File: src/rtl/dmem_bus_if.sv
// dmem_bus_if: single-outstanding request/ack data-RAM master for the memory stage.
// Optional BUSY timeout abort is compiled in with DMEM_TIMEOUT_EN.
module dmem_bus_if #(
  parameter int TIMEOUT_CYC = 255
) (
  input  logic        clk,
  input  logic        rst,
  input  logic        req_ce_i,
  input  logic [31:0] req_addr_i,
  input  logic [3:0]  req_we_i,
  input  logic [31:0] req_wdata_i,
  input  logic [1:0]  req_size_i,
  input  logic        req_sign_i,
  output logic        stall_o,
  output logic        done_o,
  output logic        err_o,
  output logic [31:0] rdata_o,
  output logic        bus_req_o,
  output logic [3:0]  bus_we_o,
  output logic [31:0] bus_addr_o,
  output logic [31:0] bus_wdata_o,
  input  logic [31:0] bus_rdata_i,
  input  logic        bus_ack_i
);
  typedef enum logic [1:0] {IDLE, BUSY, DONE, ERR} state_t;
  state_t      r_state, w_next;
  logic [1:0]  r_lane, r_size;
  logic        r_sign, r_load;
  logic        w_misal, w_accept, w_start, w_timeout;
  logic [7:0]  w_byte;
  logic [15:0] w_half;
  logic [31:0] w_align;
  // Reserved size 11 is checked like a word
  assign w_misal  = (req_size_i == 2'b01) ? req_addr_i[0] :
                    (req_size_i != 2'b00) && (req_addr_i[1:0] != 2'b00);
  assign w_accept = (r_state == IDLE) && req_ce_i;
  assign w_start  = w_accept && !w_misal;
  assign stall_o  = rst && (w_accept || (r_state == BUSY));
  assign w_byte   = r_lane[1] ? (r_lane[0] ? bus_rdata_i[31:24] : bus_rdata_i[23:16]) :
                                (r_lane[0] ? bus_rdata_i[15:8]  : bus_rdata_i[7:0]);
  assign w_half   = r_lane[1] ? bus_rdata_i[31:16] : bus_rdata_i[15:0];
  assign w_align  = (r_size == 2'b00) ? {{24{r_sign & w_byte[7]}}, w_byte} :
                    (r_size == 2'b01) ? {{16{r_sign & w_half[15]}}, w_half} : bus_rdata_i;
`ifdef DMEM_TIMEOUT_EN
  logic [15:0] r_cnt;
  always_ff @(posedge clk or negedge rst) begin
    if (!rst) r_cnt <= '0;
    else      r_cnt <= (r_state == BUSY) ? r_cnt + 16'd1 : '0;
  end
  assign w_timeout = r_cnt == 16'(TIMEOUT_CYC - 1);
`else
  assign w_timeout = TIMEOUT_CYC == 0;
`endif
  always_comb begin
    w_next = r_state;
    case (r_state)
      IDLE:    w_next = req_ce_i ? (w_misal ? ERR : BUSY) : IDLE;
      BUSY:    w_next = bus_ack_i ? DONE : (w_timeout ? ERR : BUSY);
      default: w_next = IDLE;
    endcase
  end
  always_ff @(posedge clk or negedge rst) begin
    if (!rst) begin
      r_state     <= IDLE;
      r_lane      <= '0;
      r_size      <= '0;
      r_sign      <= 1'b0;
      r_load      <= 1'b0;
      done_o      <= 1'b0;
      err_o       <= 1'b0;
      rdata_o     <= '0;
      bus_req_o   <= 1'b0;
      bus_we_o    <= '0;
      bus_addr_o  <= '0;
      bus_wdata_o <= '0;
    end else begin
      r_state   <= w_next;
      done_o    <= (w_next == DONE) || (w_next == ERR);
      err_o     <= w_next == ERR;
      bus_req_o <= w_next == BUSY;
      rdata_o   <= ((r_state == BUSY) && bus_ack_i && r_load) ? w_align : '0;
      bus_we_o  <= w_start ? req_we_i : ((w_next == BUSY) ? bus_we_o : '0);
      if (w_accept) begin
        r_lane <= req_addr_i[1:0];
        r_size <= req_size_i;
        r_sign <= req_sign_i;
        r_load <= req_we_i == 4'b0000;
      end
      if (w_start) begin
        bus_addr_o  <= {req_addr_i[31:2], 2'b00};
        bus_wdata_o <= req_wdata_i;
      end
    end
  end
endmodule

File: config.mk
export PLATFORM = sky130hd
export DESIGN_NAME = dmem_bus_if
export DESIGN_NICKNAME = d
export VERILOG_FILES = /design/src/rtl/dmem_bus_if.sv
export SDC_FILE = /design/constraint.sdc
export NUM_CORES = 1
export LEC_CHECK = 0
export CAP_MARGIN = 20
export CORE_MARGIN = 2
export CORE_UTILIZATION = 65
export CTS_CLUSTER_SIZE = 16
export DETAILED_ROUTE_END_ITERATION = 10
export DONT_BUFFER_PORTS = 1
export GPL_ROUTABILITY_DRIVEN = 0
export PLACE_DENSITY = 0.84
export SLEW_MARGIN = 20
export SYNTH_ARGS = -nofsm -noshare
export SYNTH_HDL_FRONTEND = slang
export SYNTH_SLANG_ARGS = --single-unit
File: constraint.sdc
create_clock -name clk -period 4.35 [get_ports clk]
set_input_delay 0.435 -clock clk [delete_from_list [all_inputs] [get_ports clk]]
set_output_delay 0.435 -clock clk [all_outputs]
set_load 0.1 [all_outputs]
==> impl_metrics.ini, run 1 <==
[placement]
port-buffer-count = 0
dpl_cell_area_mm2 = 0.00488
hpwl_mm = 7.44
pre_cts_slack_ns = 1.40

[synthesis]
synth.area.top_cells = dfrtp_1 55%, mux2_2 15%, a2111oi_4 6.1%, a2111oi_2 3.7%, mux4_2 3.2%
netlist.area_leader.share_pct = 54.8
syn_area_mm2 = 0.00494
ys_warn_count = 0
synth_edf_count = 0
synth_compound_area_share_pct = 16.4
avgSynthCellArea_um2 = 14.9
yosysTopAreaCell = dfrtp_1
synth_top_family_by_area = multiplexers
synth_cell_types = 40
synth_xor_area_share_pct = 0
synthArstFlopShare_pct = 100
synth-seq-cells = 108
synth_cells = 332
muxShareOfSynthArea_pct = 18.7
yosys_most_used_dff = dfrtp_1
synthAdderAreaFrac_pct = 0
synth-simple-area-share_pct = 4.21
ys_seq_area_share_pct = 54.8

[worst_setup_path]
path_max_fanout = 40
r2r_cells = 5
cp.depth = 5
critPathBufInv = 2
critPathCaptureType = flip-flop
max_stage_delay_ns = 0.83
cp_cell_sequence = buf_4, nor3b_2, nand3_2, buf_4, mux2_2
cpMostUsedCell = buf_4
crit_family = simple AND/OR/NAND/NOR gates
required_ns = 4.60
critPathKind = flip-flop to flip-flop
crit_slowest_cell = nand3_2
cp.arrival_ns = 3.22
critPathLaunchType = flip-flop
startpoint = done_o
r2r_start = done_o

[sta]
fin_tns_setup_ns = 0
timing.fmax_ghz = 0.337
setup_viol = 0
drv_slew = 0
rsz0062_at_grt = false
clock_skew_ns = 0.00686
finalWorstSetupSlack_ns = 1.38
min_period_ns = 2.97
period_share_pct = 68.2
tightest_slew_ns = 1.08
whs_ns = -0.00135
final-hold-violation-count = 1
maxSlewHeadroom_pct = 28.3

[cts]
numCtsBuffers = 9
clk_pin_slew_ns = 0.11
cts_sinks = 108
cts-htree-levels = 3
cts_tree = done
clock_latency_ns = 0.36
ctsRootBufferMaster = clkbuf_8
cts_buffer_depth = 2

[die]
pin_count = 211
rows = 31
die_w_um = 91.1
core_area_mm2 = 0.00729
die_area_mm2 = 0.00831
start_util_pct = 67.7
die_height_um = 91.1

[layout]
design_area_mm2 = 0.00511
drive_above_1_share_pct = 38.5
antenna_cells = 0
nets = 429
syn2layout_area_growth_pct = 3.55
nFillCells = 511

[status]
violations = negative hold slack
outcome = finished with violations

[worst_hold_path]
min-delay-path-class = primary input to async pin

[routing]
vias = 2837
ant_nets = 0
drt_iter0_drc = 148
dr.pass1.iters = 4
routed_wl_mm = 10.3
drcViolationCount = 0
wl_per_cell_um = 24.1
via_per_inst = 6.66

[global_route]
grt_pass1_wl_mm = 16.0
grt_pass1_vias = 2900
grt_util_met1_pct = 29.6
antenna_found_initial = 0
met3_usage_pct = 8.63
grt_overflow = 0
grt.busiest_layer = met2
grt_max_degree = 109
globalRouteMet2Util_pct = 42.4
grt_use_total_pct = 25.0

[job]
cap_violations = 0
## state kept, by name, summed over array words and instances, names as in the netlist
signal       flops
done_o           1
bus_req_o        1
rdata_o         32
err_o            1
bus_addr_o      30
r_lane           2
bus_we_o         4
r_state          1
bus_wdata_o     32
r_size           2
r_load           1
r_sign           1
## kinds of logic (layout without fill, tap and decap cells)
| kind of cell | count (synthesis) | after routing |
|---|---|---|
| mux | 75 | 75 |
| buf+inv | 46 | 40 |
| simple gates | 34 | 34 |
| other cells | 1 | 2 |
| flops | 108 | 108 |
| compound gates | 68 | 68 |
## final cells by class
class	instances	area [um^2]	area share, %
Clock buffer	9	124	2.42
Clock inverter	7	83.8	1.64
Inverter	19	71.3	1.40
Multi-Input combinational cell	179	1950	38.1
Sequential cell	108	2700	52.9
Tap cell	99	124	2.42
Timing Repair Buffer	5	57.6	1.13
## metal layers
| metal | wire [um] | up-vias |
|---|---|---|
| met5 | 0 | - |
| met4 | 245 | 0 |
| met3 | 992 | 22 |
| met2 | 5310 | 157 |
| met1 | 3740 | 1454 |
| li1 | - | 1204 |
## through the flow
stage,cells,hold slack [ns],util [%]
2_1_floorplan,333,0.139,-
3_3_place_gp,409,0.141,66.9
3_5_place_dp,409,0.141,66.9
4_1_cts,426,0.0167,70.1
5_1_grt,426,0.0362,70.1
6_report,426,-0.00135,70.1
## what timing repair did
action                                 CTS  global route
hold buffers                             1             0
buffers inserted                         0             0
endpoints found under the hold margin  108             0
gates resized for setup                  0             0
## Yosys cell counts, types with 2 or more instances
master,instances
o22ai_1,14
mux2_2,66
mux2i_1,2
nor3_1,9
mux4_2,7
buf_4,8
nor3b_1,2
dfrtp_1,108
a2111oi_4,11
o21ai_0,11
nand2b_1,3
a2111oi_2,12
clkbuf_1,5
nor2_1,8
a21oi_1,3
a22o_1,4
nand2_1,3
buf_6,9
a211oi_1,7
buf_2,3
inv_1,18
## path summary, 6_finish.rpt
kind	endpoint	slack (ns)
setup / recovery	bus_wdata_o[5]	1.38
hold / removal	bus_wdata_o[13]	-0.001
setup reg to reg	bus_wdata_o[5]	1.38
hold reg to reg	r_load	0.54
max in group asynchronous	rdata_o[2]	3.97
min in group clk	r_size[1]	0.20
## layout by cell type (no fill, tap or decap), types with 2 or more instances in the layout
master,Yosys,layout
o21ai_0,11,11
buf_4,8,4
nand2b_1,3,3
mux2_2,66,66
conb_1,1,2
clkbuf_8,0,9
nor3b_1,2,2
nor2_1,8,8
a211oi_1,7,7
nand2_1,3,3
a22o_1,4,4
a2111oi_4,11,11
dfrtp_1,108,107
inv_1,18,18
mux2i_1,2,2
inv_8,0,2
clkinvlp_4,0,3
a21oi_1,3,3
o22ai_1,14,14
nor3_1,9,9
a2111oi_2,12,12
mux4_2,7,7
Power of run 1 is not shown: default switching activity piles up to over one toggle a cycle in this logic, so the estimate is an artifact.
==> run 2: changes to the inputs <==
- CORE_UTILIZATION: 65 -> 63
- PLACE_DENSITY: 0.84 -> 0.82
- clock period: 4.35 -> 3.05 ns (I/O delays scaled with it)
==> impl_metrics.ini, run 2 (synthesis gave the netlist of run 1 again) <==
[status]
outcome = finished, final reports clean

[global_route]
grt_pass1_vias = 2773
grt_pass1_wl_mm = 15.4
grt_max_degree = 109
grt_overflow = 0
grt_use_total_pct = 23.6
antenna_found_initial = 2

[worst_setup_path]
critPathLaunchType = flip-flop
r2r_cells = 4
critPathKind = flip-flop to output port
cp.arrival_ns = 1.83
rr_endpoint = rdata_o[17]
ff2ff_setup_slack_ns = 0.98
critPathCaptureType = output port
r2r_start = r_size[1]
required_ns = 2.74
path_max_fanout = 4

[sta]
tightest_slew_ns = 0.945
clock_skew_ns = 0.0145
min_period_ns = 2.14
maxSlewHeadroom_pct = 37.0
period_share_pct = 70.2
timing.fmax_ghz = 0.467
finalWorstSetupSlack_ns = 0.910
setup_viol = 0
final-hold-violation-count = 0
fin_tns_setup_ns = 0
rsz0062_at_grt = false
drv_slew = 0

[die]
core_area_mm2 = 0.00765
die_height_um = 92.5
die_area_mm2 = 0.00856
start_util_pct = 64.5
pin_count = 211
rows = 32
die_w_um = 92.5

[cts]
clk_pin_slew_ns = 0.10
ctsRootBufferMaster = clkbuf_8
cts_repair_resize_count = 0
cts_buffer_depth = 2
cts-htree-levels = 3
numCtsBuffers = 9
clock_latency_ns = 0.36
cts_sinks = 108
cts_tree = done
post_cts_buffers = 0

[placement]
pre_cts_slack_ns = 0.995
hpwl_mm = 7.26
port-buffer-count = 0
placedCellCount = 414

[layout]
syn2layout_area_growth_pct = 3.50
drive_above_1_share_pct = 38.6
final_cell_mix = 107 x dfrtp_1, 66 x mux2_2, 18 x inv_1, 14 x o22ai_1, 12 x a2111oi_2
final_common_cell = dfrtp_1
reg_top3 = bus_wdata_o: 32 flops, rdata_o: 32 flops, bus_addr_o: 30 flops
nets = 432
layoutNonFillerInstCount = 433

[job]
cap_violations = 0

[routing]
routed_wl_mm = 10.1
ant_nets = 0
wl_per_cell_um = 23.3
drcViolationCount = 0
dr.pass1.iters = 4
via_per_inst = 6.45
drt_iter0_drc = 75
vias = 2792

[worst_hold_path]
min-delay-path-class = primary input to flip-flop
worstHoldStart = req_sign_i
hold_path_depth = 2
whs_endpoint = r_sign
[run 2: changes by cell type in the layout (fill, tap and decap cells not counted)]
cell,change
clkinv_2,+1
inv_8,-2
inv_6,+2
diode_2,+2
dlygate4sd3_1,+1
clkinvlp_4,-2
buf_4,+2
clkinv_4,+1
bufinv_16,-1
[run 2: cell type report]
type                            count  area, um^2
Tap cell                          102         128
Inverter                           19        71.3
Antenna cell                        2        5.00
Clock buffer                        9         124
Sequential cell                   108        2700
Timing Repair Buffer                8        82.6
Clock inverter                      6        47.5
Multi-Input combinational cell    179        1950
Fill cell                         537        2540
[run 2: metrics by stage]
step	hold WS (ns)	utilization [%]	cell area (um^2)
after floorplan	0.00941	-	4940
after global placement	0.0117	64.0	4890
after detailed placement	0.0117	64.0	4890
after CTS	0.0516	66.7	5100
after global routing	0.0590	66.8	5110
final	0.0699	66.8	5110
[run 2: critical path, cell delays in order, from the launching register on]
cell and delay, ns:
dfrtp_1 0.42, buf_4 0.25, inv_1 0.11, o211a_1 0.70
[run 2: per-layer routing]
| metal | GRT usage, % | part of all wire (%) |
|---|---|---|
| met1 | 29.9 | 37 |
| met5 | 0 | 0 |
| met2 | 37.3 | 50 |
| met4 | 8.83 | 2.2 |
| met3 | 8.95 | 10 |
[run 2: how the worst max path moves through the flow]
stage,start,end,cells past startpoint
2_1_floorplan,done_o,rdata_o[15],5
3_3_place_gp,r_size[1],rdata_o[29],4
3_5_place_dp,r_size[1],rdata_o[31],4
4_1_cts,done_o,stall_o,3
5_1_grt,done_o,stall_o,3
6_report,done_o,stall_o,3
[run 2: what timing repair did]
item                                    4_1_cts  5_1_grt
hold endpoints to repair                    108        0
endpoints found under the setup margin        0        0
hold buffers                                  2        0
Power of run 2 is left out for the same reason.
==> run 3: changes to the inputs <==
- CORE_UTILIZATION: 63 -> 57
- PLACE_DENSITY: 0.82 -> 0.78
- clock period: 3.05 -> 1.8 ns (I/O delays scaled with it)
==> impl_metrics.ini, run 3 (synthesis gave the netlist of run 1 again) <==
[status]
outcome = finished with violations
violations = negative hold slack

[placement]
pre_cts_slack_ns = 0.129
hpwl_mm = 8.37
port-buffer-count = 0

[cts]
clk_pin_slew_ns = 0.10
cts_sinks = 108
post_cts_buffers = 0
cts_tree = done
cts-htree-levels = 3
ctsRootBufferMaster = clkbuf_8
clock_latency_ns = 0.37
numCtsBuffers = 9
cts_buffer_depth = 2

[layout]
antenna_cells = 0
reg_top3 = bus_wdata_o: 32 flops, rdata_o: 32 flops, bus_addr_o: 30 flops
drive_above_1_share_pct = 44.7
final_common_cell = buf_4
fin_util_pct = 82.3
syn2layout_area_growth_pct = 38.4
nets = 626
final_cell_mix = 108 x buf_4, 105 x dfrtp_1, 91 x dlygate4sd3_1, 66 x mux2_2, 18 x inv_1

[worst_setup_path]
critPathKind = flip-flop to output port
startpoint = done_o
path_max_fanout = 4
cp_cell_sequence = buf_4, inv_1, o211a_1, buf_6
cp.arrival_ns = 1.53
max_stage_delay_ns = 0.43
required_ns = 1.62
crit_slowest_cell = dfrtp_2
r2r_start = r_lane[1]
critPathLaunchType = flip-flop
critPathCaptureType = output port

[die]
start_util_pct = 59.5
die_w_um = 97.1
rows = 33
die_area_mm2 = 0.00942
die_height_um = 97.1
core_area_mm2 = 0.00830
pin_count = 211

[routing]
drt_iter0_drc = 150
wl_met2_mm = 7.62
via_per_inst = 5.84
ant_nets = 0
vias = 3676
routed_wl_mm = 14.1
dr.pass1.iters = 4
met1_length_mm = 5.17
wl_met3_mm = 1.05
drcViolationCount = 0
wl_per_cell_um = 22.5
top_layer = met4

[sta]
rsz0062_at_grt = false
period_share_pct = 95.3
whs_ns = -0.497
clock_skew_ns = 0.0131
setup_viol = 0
finalWorstSetupSlack_ns = 0.0853
maxSlewHeadroom_pct = 64.1
fin_tns_setup_ns = 0
drv_slew = 0
tightest_slew_ns = 0.538
final-hold-violation-count = 108
min_period_ns = 1.71
timing.fmax_ghz = 0.583

[job]
cap_violations = 0

[worst_hold_path]
min-delay-path-class = primary input to async pin

[global_route]
grt_use_total_pct = 30.8
grt_pass1_vias = 3949
grt_pass1_wl_mm = 22.6
antenna_found_initial = 0
grt_max_degree = 110
grt_overflow = 0
-- run 3: cell types whose count changed in the layout (fill, tap and decap cells not counted), moves of 2 or more --
cell,previous run,this run
buf_12,0,2
buf_4,6,108
dfrtp_1,107,105
dfrtp_2,1,3
diode_2,2,0
dlygate4sd3_1,1,91
-- run 3: final cells by class --
class / instances / area, um^2
clock inverter: 6 / 72.6
timing repair buffer: 202 / 1770
inverter: 19 / 71.3
fill: 407 / 1470
tap: 105 / 131
clock buffer: 10 / 128
multi-input combinational: 179 / 1950
sequential: 108 / 2710
-- run 3: stage by stage --
step           cells  area (um^2)
3_3_place_gp     522         5710
4_1_cts          628         6810
6_report         629         6830
3_5_place_dp     522         5710
5_1_grt          629         6830
2_1_floorplan    333         4940
-- run 3: worst paths after layout --
path	endpoint	slack (ns)	cells after the start
min in group clk	rdata_o[13]	0.02	2
worst max register to register	rdata_o[18]	0.16	3
max in group asynchronous	bus_addr_o[8]	2.14	0
worst min-delay path	bus_we_o[3]	-0.50	0
worst min register to register	r_load	0.52	1
worst max-delay path	stall_o	0.09	4
-- run 3: per-layer routing --
layer | vias up | GRT usage [%]
met3 | 27 | 7.70
met1 | 1869 | 37.3
met4 | 0 | 10.3
met2 | 181 | 54.0
li1 | 1599 | -
met5 | - | 0
-- run 3: timing repair --
item | CTS | global route
hold buffers | 90 | 1
setup endpoints to repair | 0 | 6
hold endpoints to repair | 197 | 109
gates resized for setup | 0 | 3
-- run 3: worst max-delay path: cells and delay by family, from the launching register on --
family          cells  cell delay, ns
compound gates      1            0.16
buf+inv             3            0.58
flops               1            0.43
Power of run 3 is left out for the same reason.
